## src/rtl/lc3_mem_ctrl_pkg.sv

```systemverilog
// Shared definitions for the LC-3 memory controller: I/O map defaults,
// FSM state encoding and register reset values.
package lc3_mem_ctrl_pkg;

    localparam logic [15:0] IO_BASE        = 16'hFE00;
    localparam logic [15:0] KBSR_ADDR_DEF  = 16'hFE00;
    localparam logic [15:0] KBDR_ADDR_DEF  = 16'hFE02;
    localparam logic [15:0] DSR_ADDR_DEF   = 16'hFE04;
    localparam logic [15:0] DDR_ADDR_DEF   = 16'hFE06;
    localparam logic [15:0] MCR_ADDR_DEF   = 16'hFFFE;
    localparam logic [15:0] MCR_RESET      = 16'h8000;
    localparam int          TIMEOUT_DEF    = 15;

    typedef enum logic [2:0] {
        ST_IDLE,
        ST_IO,
        ST_M_REQ,
        ST_M_WAIT,
        ST_DONE
    } state_t;

    function automatic logic is_io(input logic [15:0] a);
        return a >= IO_BASE;
    endfunction

endpackage

```

## src/rtl/lc3_io_regs.sv

```systemverilog
// Memory-mapped I/O register file: keyboard status/data, display data,
// machine control, plus the read mux seen by the controller.
module lc3_io_regs
    import lc3_mem_ctrl_pkg::*;
#(
    parameter logic [15:0] KBSR_ADDR = KBSR_ADDR_DEF,
    parameter logic [15:0] KBDR_ADDR = KBDR_ADDR_DEF,
    parameter logic [15:0] DSR_ADDR  = DSR_ADDR_DEF,
    parameter logic [15:0] DDR_ADDR  = DDR_ADDR_DEF,
    parameter logic [15:0] MCR_ADDR  = MCR_ADDR_DEF
) (
    input  logic        clk,
    input  logic        rst,
    input  logic        io_sel,
    input  logic        we,
    input  logic [15:0] addr,
    input  logic [15:0] wdata,
    input  logic        kb_strobe,
    input  logic [7:0]  kb_char,
    input  logic        disp_rdy,
    output logic [15:0] rd_data,
    output logic        ddr_valid,
    output logic [7:0]  ddr_char,
    output logic        kb_irq,
    output logic        mcr_run
);

    logic        kb_ready;
    logic        kb_ie;
    logic [7:0]  kbdr;
    logic [7:0]  ddr_q;
    logic [15:0] mcr;

    logic io_wr;
    logic kbdr_rd;
    logic kb_take;

    assign io_wr   = io_sel & we;
    assign kbdr_rd = io_sel & ~we & (addr == KBDR_ADDR);
    // A KBDR read in the same cycle frees the slot, so the new key is taken.
    assign kb_take = kb_strobe & (~kb_ready | kbdr_rd);

    always_ff @(posedge clk) begin
        if (rst) begin
            kb_ready <= 1'b0;
            kb_ie    <= 1'b0;
            kbdr     <= 8'h00;
            ddr_q    <= 8'h00;
            mcr      <= MCR_RESET;
        end else begin
            if (kb_take) begin
                kbdr     <= kb_char;
                kb_ready <= 1'b1;
            end else if (kbdr_rd) begin
                kb_ready <= 1'b0;
            end
            if (io_wr && addr == KBSR_ADDR) kb_ie <= wdata[14];
            if (io_wr && addr == MCR_ADDR)  mcr   <= wdata;
            if (ddr_valid)                  ddr_q <= wdata[7:0];
        end
    end

    always_comb begin
        rd_data = 16'h0000;
        if (addr == KBSR_ADDR)      rd_data = {kb_ready, kb_ie, 14'b0};
        else if (addr == KBDR_ADDR) rd_data = {8'h00, kbdr};
        else if (addr == DSR_ADDR)  rd_data = {disp_rdy, 15'b0};
        else if (addr == MCR_ADDR)  rd_data = mcr;
    end

    // The display sees the new character during the pulse itself.
    assign ddr_valid = io_wr & (addr == DDR_ADDR);
    assign ddr_char  = ddr_valid ? wdata[7:0] : ddr_q;
    assign kb_irq    = kb_ready & kb_ie;
    assign mcr_run   = mcr[15];

endmodule

```

## src/rtl/lc3_mem_ctrl.sv

```systemverilog
// LC-3 memory-access controller: latches one request, serves memory-mapped
// I/O locally and forwards everything else to the 64Kx16 array.
module lc3_mem_ctrl
    import lc3_mem_ctrl_pkg::*;
#(
    parameter logic [15:0] KBSR_ADDR = KBSR_ADDR_DEF,
    parameter logic [15:0] KBDR_ADDR = KBDR_ADDR_DEF,
    parameter logic [15:0] DSR_ADDR  = DSR_ADDR_DEF,
    parameter logic [15:0] DDR_ADDR  = DDR_ADDR_DEF,
    parameter logic [15:0] MCR_ADDR  = MCR_ADDR_DEF,
    parameter int          TIMEOUT   = TIMEOUT_DEF
) (
    input  logic        clk,
    input  logic        rst,
    input  logic        req,
    input  logic        we,
    input  logic [15:0] addr,
    input  logic [15:0] wdata,
    output logic [15:0] rdata,
    output logic        ready,
    output logic        busy,
    output logic        err,
    output logic        mem_en,
    output logic        mem_rw,
    output logic [15:0] mem_a,
    output logic [15:0] mem_din,
    input  logic [15:0] mem_dout,
    input  logic        mem_r,
    input  logic        kb_strobe,
    input  logic [7:0]  kb_char,
    input  logic        disp_rdy,
    output logic        ddr_valid,
    output logic [7:0]  ddr_char,
    output logic        kb_irq,
    output logic        mcr_run
);

    localparam int                CNT_W     = $clog2(TIMEOUT + 1);
    localparam logic [CNT_W-1:0]  LAST_WAIT = CNT_W'(TIMEOUT - 1);

    state_t           state;
    state_t           state_nxt;
    logic [15:0]      addr_q;
    logic [15:0]      wdata_q;
    logic             we_q;
    logic [15:0]      rdata_q;
    logic             err_q;
    logic [CNT_W-1:0] wait_cnt;
    logic [15:0]      io_rdata;
    logic             accept;
    logic             io_sel;
    logic             timeout_hit;

    always_ff @(posedge clk) begin
        if (rst) state <= ST_IDLE;
        else     state <= state_nxt;
    end

    always_comb begin
        state_nxt   = state;
        accept      = 1'b0;
        io_sel      = 1'b0;
        mem_en      = 1'b0;
        ready       = 1'b0;
        busy        = 1'b1;
        timeout_hit = 1'b0;
        case (state)
            ST_IDLE: begin
                busy = 1'b0;
                if (req) begin
                    accept    = 1'b1;
                    state_nxt = is_io(addr) ? ST_IO : ST_M_REQ;
                end
            end
            ST_IO: begin
                io_sel    = 1'b1;
                ready     = 1'b1;
                state_nxt = ST_IDLE;
            end
            ST_M_REQ: begin
                mem_en    = 1'b1;
                state_nxt = ST_M_WAIT;
            end
            ST_M_WAIT: begin
                // A response on the final wait cycle still wins over the timeout.
                timeout_hit = ~mem_r & (wait_cnt == LAST_WAIT);
                if (mem_r || timeout_hit) state_nxt = ST_DONE;
            end
            ST_DONE: begin
                ready     = 1'b1;
                state_nxt = ST_IDLE;
            end
            default: state_nxt = ST_IDLE;
        endcase
    end

    always_ff @(posedge clk) begin
        if (rst) begin
            addr_q   <= 16'h0000;
            wdata_q  <= 16'h0000;
            we_q     <= 1'b0;
            rdata_q  <= 16'h0000;
            err_q    <= 1'b0;
            wait_cnt <= '0;
        end else begin
            if (accept) begin
                addr_q  <= addr;
                wdata_q <= wdata;
                we_q    <= we;
                err_q   <= 1'b0;
            end
            if (state == ST_M_REQ)       wait_cnt <= '0;
            else if (state == ST_M_WAIT) wait_cnt <= wait_cnt + CNT_W'(1);
            if (io_sel) rdata_q <= io_rdata;
            if (state == ST_M_WAIT) begin
                if (mem_r) begin
                    rdata_q <= mem_dout;
                end else if (timeout_hit) begin
                    rdata_q <= 16'h0000;
                    err_q   <= 1'b1;
                end
            end
        end
    end

    assign rdata   = io_sel ? io_rdata : rdata_q;
    assign err     = err_q;
    assign mem_rw  = we_q;
    assign mem_a   = addr_q;
    assign mem_din = wdata_q;

    lc3_io_regs #(
        .KBSR_ADDR (KBSR_ADDR),
        .KBDR_ADDR (KBDR_ADDR),
        .DSR_ADDR  (DSR_ADDR),
        .DDR_ADDR  (DDR_ADDR),
        .MCR_ADDR  (MCR_ADDR)
    ) u_io_regs (
        .clk       (clk),
        .rst       (rst),
        .io_sel    (io_sel),
        .we        (we_q),
        .addr      (addr_q),
        .wdata     (wdata_q),
        .kb_strobe (kb_strobe),
        .kb_char   (kb_char),
        .disp_rdy  (disp_rdy),
        .rd_data   (io_rdata),
        .ddr_valid (ddr_valid),
        .ddr_char  (ddr_char),
        .kb_irq    (kb_irq),
        .mcr_run   (mcr_run)
    );

endmodule

```

## config.mk

```make
export PLATFORM = sky130hd
export DESIGN_NAME = lc3_mem_ctrl
export DESIGN_NICKNAME = d
export VERILOG_FILES = /design/src/rtl/lc3_mem_ctrl_pkg.sv /design/src/rtl/lc3_io_regs.sv /design/src/rtl/lc3_mem_ctrl.sv
export SDC_FILE = /design/constraint.sdc
export NUM_CORES = 1
export LEC_CHECK = 0
export CAP_MARGIN = 20
export CORE_ASPECT_RATIO = 1.1
export CORE_MARGIN = 2
export CORE_UTILIZATION = 42
export CTS_CLUSTER_SIZE = 30
export DETAILED_ROUTE_END_ITERATION = 10
export PLACE_DENSITY = 0.8
export SLEW_MARGIN = 20
export SYNTH_ARGS = -nofsm -noshare
export SYNTH_HDL_FRONTEND = slang
export SYNTH_SLANG_ARGS = --single-unit
```

## constraint.sdc

```tcl
create_clock -name clk -period 2 [get_ports clk]
set_input_delay 0.2 -clock clk [delete_from_list [all_inputs] [get_ports clk]]
set_output_delay 0.2 -clock clk [all_outputs]
set_load 0.02 [all_outputs]
```

==> impl_results.md <==
* Tcrit/Tclk final at 1.269
* R2R cell count at 6
* Fin Setup TNS at -10930 ps
* Post-synthesis sequential area ratio at 0.4553
* IO Count at 127
* Pwr dens at 711.8 nW/um2
* Top-area cell type share of the netlist area at 0.4553
* Leak pwr at 2.404 nW
* Relative slew slack at 0.6331
* Layout fillers at around 700
* Synthesis-stage register bit count at 91
* Ranking of synthesized cells by area: dfxtp_1, nand2_1, a21oi_1
* Routed WL at 12730 um
* Clk buf depth at 2
* Critical-path top delay cell: or4_4
* Gr usage total at 0.2363
* Antenna violations before repair at 0
* CP max FO at 2
* Dpl hpwl at 9096 um
* Initial core utilization at 0.4300
* Fraction of registers with async set/reset at 0
* Average via count per standard cell at about 5.5
* Hold EP: state[2]
* Endpoints failing setup at 35
* Type of origin of the critical path: flip-flop
* Critical Path AT at 2340 ps
* Antenna cells at 0
* H-tree levels at 3
* Hold Crit Start: rst
* Max VDD drop at 0.4090 mV
* CP Capture Type: primary output
* RSZ-0062 raised after global routing: true
* Total Power at approximately 0.0045 W
* Clock transition at path regs at 90 ps
* Worst hold path cell count at 3
* Area Growth Syn to Fin at 57.75%
* FF-to-FF setup slack at -270 ps
* Total gr overflow at 0
* Post-route DRC at 0
* Cell repeated most along the worst path: or4_4
* Global-route wire length before repair at roughly 20000 um
* Post-synth EDFFs at 0
* Clk sinks at approximately 90
* Status: complete, but fails checks
* Worst Clk Skew at 9.709 ps
* Nets@finish at 730
* RD Place Congestion at 0.8346
* Crit Path Class: reg2out
* Peak Freq at 394.0 MHz
* Worst Path Required at 1800 ps
* RR Startpoint: mem_a[8]
* Final count of hold timing violations at 0
* Pins Over Slew Limit at 0
* Post-route ant nets at 0
* Dominant cell type by area after synthesis: dfxtp_1
* Clock Root Buffer: clkbuf_8
* Synth Warn # at 0
* Syn_nets at 565
* Synth Flop Type: dfxtp_1
* Hold WC Path Type: in2reg
* Layout cells sized above 1 at 0.2448
* CP peak stage delay at 530 ps
* Core Area at 9305 um2
* Distinct cells, synth at 49
* CTS buffer count at 9
* Worst-path cell chain: or4_4 -> or4_4 -> or3_4 -> a21oi_4 -> buf_6
* CTS tree: built
* Fin crit period at 2538 ps
* CP startpoint: mem_a[8]
* Crit path max-delay family: simple AND/OR/NAND/NOR gates
* Largest net degree at the start of global routing at 70
* Multi-input logic area at roughly 2300 um2
* Least-Margin Pin Slew at 547.8 ps
* Post-route worst setup slack at -538.0 ps
* Reg2reg end: rdata_q[15]
* Count leader, synth: nand2_1
* Syn Inst Count at 500
* Port Buf Inserts at 126
* Die height at 106.4 um
* Vias in the first global route at between 4000 and 5000
* Pre-antenna DRT Iters at 5
* Die Width at 97.07 um
* Synthesized area at 4001 um2
* Top post-synthesis cells by count: nand2_1, dfxtp_1, a21oi_1, o21ai_0, clkbuf_1
* Clk_lat worst skew at 350 ps
* Row count at 37
* Avg Inst Size Synth at 8.003 um2
* 1st-iter DRT viols at 351
* Reg area at ~1800 um2
* Vias at approximately 4300
* Die area at 10320 um2
* CP bufs+invs at 1
* Failing checks: negative setup slack
* Drt wl/cell at 16.18 um
* MaxCap Viol Count at 0
==> where the power goes <==
part / switching [W] / internal, W / leakage [nW]
Combinational: 0.000481 / 0.000466 / 1.53
Clock: 0.000620 / 0.000956 / 0.128
Sequential: 0.0000714 / 0.00190 / 0.745
==> kinds of logic (layout without fill, tap and decap cells) <==
group                    count (synthesis)  count (layout)  synth area share
adder cells (fa/ha/maj)                  2               2          0.006253
multiplexers                             9               9           0.02251
AO/OA/AOI/OAI                          151             151            0.2201
flip-flops                              91              91            0.4553
AND/OR/NAND/NOR                        202             202            0.2461
buffers and inverters                   41             211           0.04096
XOR/XNOR                                 4               4          0.008757
==> worst reg2reg max path, cell delays in order (launching register included) <==
cell and delay, ps:
dfxtp_4 350, or4_4 530, or4_4 450, or3_4 370, buf_4 150, buf_6 100
a221oi_2 240
==> registers in the layout (all words and copies together), names as in the netlist <==
register / count
u_io_regs.ddr_q: 8
u_io_regs.kb_ie: 1
state: 3
mem_din: 16
mem_rw: 1
u_io_regs.kb_ready: 1
mem_a: 16
rdata_q: 16
u_io_regs.kbdr: 8
wait_cnt: 4
err: 1
u_io_regs.mcr: 16
==> per-stage QoR <==
step	instances	hold WS [ps]	setup slack (ps)	area, um2	utilization
detailed placement	758	465.9	-626.6	5814	0.6248
CTS	781	314.9	-540.5	6145	0.6603
global placement	758	460.5	-593.8	5814	0.6248
finish	787	315.9	-538.0	6312	0.6784
global route	787	347.4	-576.3	6312	0.6784
floorplan	500	325.6	-231.7	4158	-
==> final cells by class <==
class | count | share of cell area
Tap cell | 117 | 0.02319
Multi-Input combinational cell | 368 | 0.3580
Inverter | 5 | 0.002973
Clock inverter | 5 | 0.01982
Clock buffer | 11 | 0.02081
Sequential cell | 91 | 0.2914
Timing Repair Buffer | 190 | 0.2838
==> layer usage <==
metal / wire [um] / up-vias / track usage
met5: 0 / - / 0
met3: 737 / 25 / 0.04339
met1: 5318 / 2052 / 0.2927
met2: 6427 / 167 / 0.4097
met4: 248 / 0 / 0.08753
li1: - / 2099 / -
==> worst max path at each step <==
stage | cells after the start | to | slack [ps]
after global routing | 5 | rdata[15] | -580
after CTS | 5 | rdata[15] | -540
final | 5 | rdata[15] | -540
after global placement | 5 | rdata[15] | -590
after detailed placement | 7 | rdata[6] | -630
after floorplan | 5 | rdata[15] | -230
==> what timing repair did <==
item | CTS | global route
hold buffers | 0 | 0
endpoints found under the setup margin | 39 | 49
setup buffers | 6 | 5
pin swaps | 2 | 13
resized for setup | 144 | 43
cloned | 1 | 1
==> layout by cell type, fill, tap and decap left out, drive strengths merged, types with 3 or more instances in the layout <==
| cell | n |
|---|---|
| o211ai | 5 |
| a22oi | 9 |
| clkdlybuf4s50 | 98 |
| a22o | 6 |
| a21o | 5 |
| nand2b | 18 |
| a21oi | 64 |
| nand3b | 3 |
| nand4 | 5 |
| buf | 90 |
| o22ai | 4 |
| mux2i | 9 |
| or4 | 4 |
| bufinv | 4 |
| nor2 | 13 |
| a32oi | 4 |
| nand3 | 27 |
| dfxtp | 91 |
| nor4 | 5 |
| nand2 | 108 |
| or2 | 3 |
| inv | 5 |
| o21ai | 45 |
| clkbuf | 11 |
(Power assumes the default switching activity.)
